===== src/rtl/imem_arbiter.sv =====
// imem_arbiter: shares the single-read-port instruction memory between the
// fetch stage and a data-side read port (constant pools, jump tables).
// One grant per cycle with a 0-cycle grant path. Read data is routed back to
// the winner exactly one cycle after its grant.
// Optional build macro IMEM_ARB_RR_EN: two-way round-robin replaces
// data-priority arbitration with the fetch starvation counter.
module imem_arbiter #(
  parameter int IDX_W      = 15,
  parameter int STARVE_MAX = 4
) (
  input  logic             clk,
  input  logic             rst,
  input  logic             f_req,
  input  logic [31:0]      f_addr,
  output logic             f_gnt,
  output logic             f_rvalid,
  output logic [31:0]      f_rdata,
  input  logic             d_req,
  input  logic [31:0]      d_addr,
  output logic             d_gnt,
  output logic             d_rvalid,
  output logic [31:0]      d_rdata,
  output logic             d_err,
  output logic             mem_en,
  output logic [IDX_W-1:0] mem_idx,
  input  logic [31:0]      mem_rdata
);

  typedef enum logic [1:0] {OWN_NONE, OWN_F, OWN_D} owner_t;

  owner_t owner_q, owner_d;
  logic   err_q, err_d;
  logic   d_misal;
  logic   f_win;

  // Address bits outside the word index only alias; fetch byte offset is ignored.
  logic unused_addr_bits;
  assign unused_addr_bits = ^{f_addr[1:0], f_addr[31:IDX_W+2], d_addr[31:IDX_W+2]};

  assign d_misal = (d_addr[1:0] != 2'b00);

`ifdef IMEM_ARB_RR_EN
  logic fav_f;  // 1: fetch wins the next contended cycle

  logic unused_starve;
  assign unused_starve = (STARVE_MAX > 0);

  // Fetch wins when alone or when it holds the round-robin favour.
  always_comb begin
    f_win = f_req && (!d_req || fav_f);
  end

  // Flip favour after every contended cycle (a grant always happens then).
  always_ff @(posedge clk or posedge rst) begin
    if (rst)                fav_f <= 1'b1;
    else if (f_req && d_req) fav_f <= !fav_f;
  end
`else
  localparam int CNT_W = (STARVE_MAX < 1) ? 1 : $clog2(STARVE_MAX + 1);
  localparam logic [CNT_W-1:0] CNT_MAX = CNT_W'(STARVE_MAX);

  logic [CNT_W-1:0] starve_cnt;

  // Data has priority unless fetch has been denied STARVE_MAX cycles in a row.
  always_comb begin
    f_win = f_req && (!d_req || (starve_cnt == CNT_MAX));
  end

  // Count consecutive denied fetch cycles, saturating at STARVE_MAX.
  always_ff @(posedge clk or posedge rst) begin
    if (rst)                               starve_cnt <= '0;
    else if (!f_req || f_gnt)              starve_cnt <= '0;
    else if (starve_cnt != CNT_MAX)        starve_cnt <= starve_cnt + CNT_W'(1);
  end
`endif

  // Grants, memory request and next owner tag for the current cycle.
  always_comb begin
    f_gnt   = !rst && f_win;
    d_gnt   = !rst && d_req && !f_win;
    mem_en  = f_gnt || (d_gnt && !d_misal);
    mem_idx = '0;
    owner_d = OWN_NONE;
    err_d   = 1'b0;
    if (f_gnt) begin
      mem_idx = f_addr[IDX_W+1:2];
      owner_d = OWN_F;
    end else if (d_gnt) begin
      mem_idx = d_addr[IDX_W+1:2];
      owner_d = OWN_D;
      err_d   = d_misal;
    end
  end

  // Owner tag and error flag of the response due next cycle.
  always_ff @(posedge clk or posedge rst) begin
    if (rst) begin
      owner_q <= OWN_NONE;
      err_q   <= 1'b0;
    end else begin
      owner_q <= owner_d;
      err_q   <= err_d;
    end
  end

  // Route the synchronous read data to the owner only; errors return zero.
  always_comb begin
    f_rvalid = (owner_q == OWN_F);
    d_rvalid = (owner_q == OWN_D);
    d_err    = d_rvalid && err_q;
    f_rdata  = f_rvalid ? mem_rdata : 32'h0;
    d_rdata  = (d_rvalid && !err_q) ? mem_rdata : 32'h0;
  end

endmodule

===== config.mk =====
export PLATFORM = sky130hd
export DESIGN_NAME = imem_arbiter
export DESIGN_NICKNAME = d
export VERILOG_FILES = /design/src/rtl/imem_arbiter.sv
export SDC_FILE = /design/constraint.sdc
export NUM_CORES = 1
export LEC_CHECK = 0
export CAP_MARGIN = 20
export CELL_PAD_IN_SITES_DETAIL_PLACEMENT = 2
export CELL_PAD_IN_SITES_GLOBAL_PLACEMENT = 2
export CORE_MARGIN = 4
export CORE_UTILIZATION = 10
export CTS_CLUSTER_SIZE = 40
export DETAILED_ROUTE_END_ITERATION = 6
export GPL_ROUTABILITY_DRIVEN = 0
export GPL_TIMING_DRIVEN = 0
export PLACE_DENSITY = 0.95
export SKIP_CTS_REPAIR_TIMING = 1
export SYNTH_ARGS = -nofsm -noshare
export SYNTH_HDL_FRONTEND = slang
export SYNTH_SLANG_ARGS = --single-unit

===== constraint.sdc =====
create_clock -name clk -period 2.9 [get_ports clk]
set_input_delay 0.87 -clock clk [delete_from_list [all_inputs] [get_ports clk]]
set_output_delay 0.87 -clock clk [all_outputs]
set_load 0.01 [all_outputs]

==> results of run 1 <==
==> layout make-up <==
| class | instances | area, µm² | area share, % |
|---|---|---|---|
| plain buffers | 9 | 60.1 | 2.07 |
| multi-input cells | 103 | 778 | 26.9 |
| inverters | 3 | 11.3 | 0.389 |
| flip-flops and latches | 6 | 150 | 5.18 |
| well taps | 129 | 161 | 5.57 |
| clock buffers | 3 | 41.3 | 1.43 |
| repair buffers | 160 | 1690 | 58.5 |
==> cells in the mapped netlist, types with 2 or more instances <==
cell	n	area, µm²
a21boi_0	2	15.0
clkbuf_1	6	22.5
nand4_1	2	12.5
dfrtp_1	6	150
and2_1	65	407
buf_6	2	22.5
inv_1	3	11.3
a22o_2	12	120
nor2b_1	2	12.5
o211ai_1	2	15.0
a22o_1	3	26.3
ha_1	2	25.0
==> metal layers <==
layer  track usage [%]  up-vias  wire length, µm
met1              9.19      727             2110
li1                  -      736                -
met3              3.46        4              706
met5                 0        -                0
met2              19.9      100             3280
met4              3.29        0               71
==> state kept, by name, summed over array words and instances (netlist names) <==
register    count
owner_q         2
starve_cnt      3
err_q           1
==> worst max-delay path by stage <==
stage,startpoint,endpoint,slack (ns)
after global placement,rst,mem_idx[11],-0.78
after detailed placement,rst,mem_idx[11],-0.81
after CTS,rst,mem_idx[11],-0.83
after floorplan,rst,mem_idx[12],0.45
after global routing,mem_rdata[31],d_rdata[31],-0.06
final,mem_rdata[31],d_rdata[31],-0.01
==> through the flow <==
stage	setup slack (ns)	instance area (µm²)	power (mW)
floorplan	0.445	971	0.190
global placement	-0.776	2650	0.388
detailed placement	-0.814	2650	0.398
CTS	-0.828	2700	0.525
global route	-0.0561	2900	0.546
finish	-0.0146	2900	0.514
==> power by group <==
| group | switching (mW) | total, mW | internal, mW | leakage [nW] |
|---|---|---|---|---|
| clock network | 0.0345 | 0.123 | 0.0890 | 0.0216 |
| registers | 0.00281 | 0.0917 | 0.0889 | 0.0797 |
| logic | 0.110 | 0.298 | 0.188 | 1.94 |
| total | 0.148 | 0.514 | 0.366 | 2.04 |
==> worst max-delay path: cells and delay by family <==
family / cells / cell delay, ns
buffers and inverters: 2 / 1.03
and+or+nand+nor: 1 / 0.14
==> cell families after synthesis <==
| kind of cell | after synthesis | share of synthesized area (%) |
|---|---|---|
| adder cells (fa/ha/maj) | 2 | 2.58 |
| AO/OA/AOI/OAI | 25 | 24.9 |
| buffers and inverters | 12 | 6.31 |
| multiplexers | 1 | 1.16 |
| flip-flops | 6 | 15.5 |
| AND/OR/NAND/NOR | 75 | 49.6 |
==> results.txt, run 1 <==
Sink Count: 6
Antenna violations before repair: 0
Placed cell count: 402
Final count of negative-setup-slack endpoints: 1
Outcome: finished, violations left
TritonCTS clock tree: built
Instance count along the most critical hold path: 2
Final period demand of the worst path: 2.91 ns
Total Routed Length: 6.18 mm
Std cell rows: 35
CP Max Fanout: 2
Worst-path cell chain: clkdlybuf4s50_1 -> and2_1 -> clkdlybuf4s50_1
Die Ht: 107 µm
Port buffer count: 152
Total number of nets in the final design: 388
Post-Route Utilization: 31.1%
Clock transition at the register clock pins on the worst setup and hold paths after CTS: 0.03 ns
Antenna viol nets, final: 0
Number of detailed-route iterations in the first pass: 4
Highest ir drop seen on vdd: 0.113 mV
Crit path kind: in -> out
Source of the worst hold timing path: starve_cnt[1]
Average wire per cell in the routed design: 15.0 µm
Final worst-path cycle share: 101%
Post-synthesis cell area: 971 µm²
Initial core utilization: 10.4%
Fraction of registers with async set/reset: 100%
PnR worst setup slack: -0.0146 ns
Number of global-route vias before repair: 1746
Length in cells of the worst reg-to-reg path: 6
Deepest clock path buffer count: 2
Vias per Instance: 3.79
Failing checks: negative setup slack
Width of the die: 107 µm
Cell at the root of the clock tree: clkbuf_8
Slew at the pin closest to its max-slew limit: 0.258 ns
Total clock buffers created by CTS: 3
# fillers: 1032
Global-route wire length before repair: 8.90 mm
DRC marker count from the first detailed-route iteration: 19
Synthesized flop and latch total: 6
PD cells: 177 mW/mm²
Most repeated library cell on the critical path: clkdlybuf4s50_1
Number of diodes added for antenna fixing: 0
Highest-count cells in the layout ignoring fill and taps: clkdlybuf4s50_1 (89), and2_1 (65), dlymetal6s2s_1 (56)
Sequential element share of the synthesized area: 15.5%
Slew margin rel.: 82.7%
Reg2Reg Capture Point: owner_q[0]
DP HPWL: 5.28 mm
Crit. End Element: primary output
Highest cell delay on the worst timing path: 0.55 ns
Maximum capacitance violations: 0
Post-Synthesis Cells: 121
Setup Total Neg Slack: -0.0146 ns
Hold EP: starve_cnt[1]
Unique masters post-synth: 26
Share of layout cells above drive strength 1: 17.6%
Detailed-route via count: 1567
CTS HTree Levels: 1
Global router's overall resource usage: 9.92%
Syn nets: 223
R2r startpoint: starve_cnt[0]
Total of warnings raised by yosys: 0
Area Growth Syn to Fin: 198%
Critical path data required time: 2.03 ns
Post-route non-filler standard cell count: 413
Final Slew Violations: 0
Max stage delay cell, worst path: clkdlybuf4s50_1
Launching element type of the critical path: input pin
Reg2Reg Setup Slack: 1.44 ns
Synthesized area per cell: 8.02 µm²
Achievable Freq: 343 MHz
Count of flip-flops with a built-in enable after synthesis: 0
Arrival time of data at the critical path endpoint: 2.04 ns
Total congestion overflow after global routing: 0
Pin count of the biggest net entering global routing: 12
Dominant synthesized flop cell: dfrtp_1
Most common cell after layout, fill and taps aside: clkdlybuf4s50_1
Leakage dissipation: 2.04 nW
Final hold violation count: 0
Skew-Pair Late Insertion Delay: 0.22 ns
Clock Skew: 0.00221 ns
Core area: 0.00933 mm²
Hold/Removal Path Class: reg -> reg
Number of primary I/O pins: 185
Worst hold margin: 0.586 ns
Overall die area: 0.0113 mm²
Residual DRC: 0
Note: power is estimated with default switching activity, not from simulation.
==> run 2: changes to the inputs <==
--- a/config.mk
+++ b/config.mk
@@ -15,6 +15,7 @@
 export GPL_ROUTABILITY_DRIVEN = 0
 export GPL_TIMING_DRIVEN = 0
 export PLACE_DENSITY = 0.95
+export REMOVE_ABC_BUFFERS = 1
 export SKIP_CTS_REPAIR_TIMING = 1
 export SYNTH_ARGS = -nofsm -noshare
 export SYNTH_HDL_FRONTEND = slang
==> run 2 against run 1 <==
Compared with the run above:
- clock skew grew 0.00053 ns
- critical endpoint is now d_rdata[22]
- fmax grew 0.84%
- power grew 2.0%
- utilization shrank 0.094 points
- the run now ends clean
- die area is the same
- worst setup slack gained 0.024 ns
- critical path depth is the same
- final cell count shrank 2.7%
- via count shrank 1.1%
==> results.txt, run 2 (synthesized netlist as in run 1, its figures left out) <==
Highest-count cells in the layout ignoring fill and taps: clkdlybuf4s50_1 (90), and2_1 (65), dlymetal6s2s_1 (59)
Final count of negative-setup-slack endpoints: 0 (-1)
Highest cell delay on the worst timing path: 0.55 ns (about the same)
R2r startpoint: starve_cnt[0]
Area Growth Syn to Fin: 197%
Arrival time of data at the critical path endpoint: 2.02 ns (-0.02 ns)
Global-route wire length before repair: 8.83 mm (-0.78%)
Slew margin rel.: 74.7% (-8.0 points)
Initial core utilization: 10.4% (unchanged)
Highest ir drop seen on vdd: 0.177 mV (+56%)
Placed cell count: 394 (-2.0%)
CTS HTree Levels: 1 (unchanged)
Critical path data required time: 2.03 ns (about the same)
Total clock buffers created by CTS: 3 (unchanged)
Overall die area: 0.0113 mm² (unchanged)
DRC marker count from the first detailed-route iteration: 13 (-6)
Number of primary I/O pins: 185 (unchanged)
Outcome: finished clean
Crit. End Element: primary output
Residual DRC: 0 (unchanged)
Detailed-route via count: 1549 (-1.1%)
Final period demand of the worst path: 2.89 ns (-0.0242 ns)
Most flop-heavy register: starve_cnt
Final hold violation count: 0 (unchanged)
Hold/Removal Path Class: reg -> reg
Antenna violations before repair: 0 (unchanged)
Number of flip-flops under the largest register name: 3 (unchanged)
Number of diodes added for antenna fixing: 0 (unchanged)
Reg2Reg Capture Point: owner_q[0]
CP Max Fanout: 2 (unchanged)
Most common cell after layout, fill and taps aside: clkdlybuf4s50_1
TritonCTS clock tree: built
Largest registers: starve_cnt: 3 flops, owner_q: 2 flops, err_q: 1 flops
Deepest clock path buffer count: 2 (unchanged)
Max stage delay cell, worst path: clkdlybuf4s50_1
Clock transition at the register clock pins on the worst setup and hold paths after CTS: 0.04 ns (about the same)
Post-route non-filler standard cell count: 402 (-2.7%)
Final worst-path cycle share: 99.7% (-0.83 points)
Average wire per cell in the routed design: 15.8 µm (+5.7%)
Total congestion overflow after global routing: 0 (unchanged)
DP HPWL: 5.09 mm (-3.6%)
Sink Count: 6 (unchanged)
Source of the worst hold timing path: starve_cnt[1]
Cell at the root of the clock tree: clkbuf_8
Crit path kind: in -> out
Slew at the pin closest to its max-slew limit: 0.378 ns (+0.120 ns)
Instance count along the most critical hold path: 2 (unchanged)
Pin count of the biggest net entering global routing: 33 (+21)
Most repeated library cell on the critical path: clkdlybuf4s50_1
Achievable Freq: 346 MHz (+0.84%)
Antenna viol nets, final: 0 (unchanged)
Number of detailed-route iterations in the first pass: 2 (-2)
Leakage dissipation: 2.03 nW (-0.38%)
# fillers: 1038 (+0.58%)
Width of the die: 107 µm (unchanged)
Length in cells of the worst reg-to-reg path: 6 (unchanged)
Share of layout cells above drive strength 1: 12.8% (-4.8 points)
Std cell rows: 35 (unchanged)
Total Routed Length: 6.35 mm (+2.9%)
Hold EP: starve_cnt[1]
Vias per Instance: 3.85 (+1.6%)
Die Ht: 107 µm (unchanged)
Number of global-route vias before repair: 1648 (-5.6%)
Total number of nets in the final design: 377 (-2.8%)
Launching element type of the critical path: input pin
Global router's overall resource usage: 9.69% (-0.23 points)
Clock Skew: 0.00274 ns (+0.000534 ns)
Maximum capacitance violations: 0 (unchanged)
Reg2Reg Setup Slack: 1.51 ns (+0.07 ns)
Worst hold margin: 0.602 ns (+0.0159 ns)
PD cells: 181 mW/mm² (+2.3%)
Port buffer count: 152 (unchanged)
Skew-Pair Late Insertion Delay: 0.23 ns (about the same)
Worst-path cell chain: clkdlybuf4s50_1 -> and2_1 -> clkdlybuf4s50_1
Final Slew Violations: 0 (unchanged)
Core area: 0.00933 mm² (unchanged)
-- run 2: routing by layer --
metal	up-vias	part of all wire, %	global-route usage (%)
met3	4	11	3.46
met2	112	51	18.6
li1	714	-	-
met4	0	0.63	1.46
met5	-	0	0
met1	719	38	10.3
-- run 2: cell type report --
cell class                      count  area (µm²)  area share, %
Clock buffer                        3        41.3           1.43
Inverter                            3        11.3          0.390
Multi-Input combinational cell    104         797           27.6
Sequential cell                     6         150           5.20
Tap cell                          129         161           5.59
Timing Repair Buffer              157        1730           59.8
-- run 2: how the worst max path moves through the flow --
stage / from / end / slack (ns) / cells past startpoint
finish: mem_rdata[22] / d_rdata[22] / 0.01 / 3
global route: rst / mem_idx[7] / -0.02 / 7
CTS: f_req / mem_idx[6] / -0.91 / 5
floorplan: rst / mem_idx[12] / 0.41 / 3
detailed placement: f_req / mem_idx[11] / -0.91 / 5
global placement: d_req / mem_idx[6] / -0.83 / 5
-- run 2: through the flow --
step / total power, mW / setup TNS [ns] / worst slack, ns / util [%] / instance area [µm²]
floorplan: 0.184 / 0 / 0.410 / - / 921
global route: 0.560 / -0.0318 / -0.0153 / 31.0 / 2890
global placement: 0.380 / -39.24 / -0.828 / 27.9 / 2600
CTS: 0.531 / -31.68 / -0.915 / 28.5 / 2660
finish: 0.524 / 0 / 0.00961 / 31.0 / 2890
detailed placement: 0.394 / -21.47 / -0.907 / 28.1 / 2620
-- run 2: power breakdown --
group	internal, mW	switching [mW]
logic	0.190	0.109
clock network	0.0896	0.0410
registers	0.0888	0.00521
total	0.368	0.155
-- run 2: critical path, delay by kind of cell --
kind          cells  cell delay, ns
buf+inv           2            1.03
simple gates      1            0.12
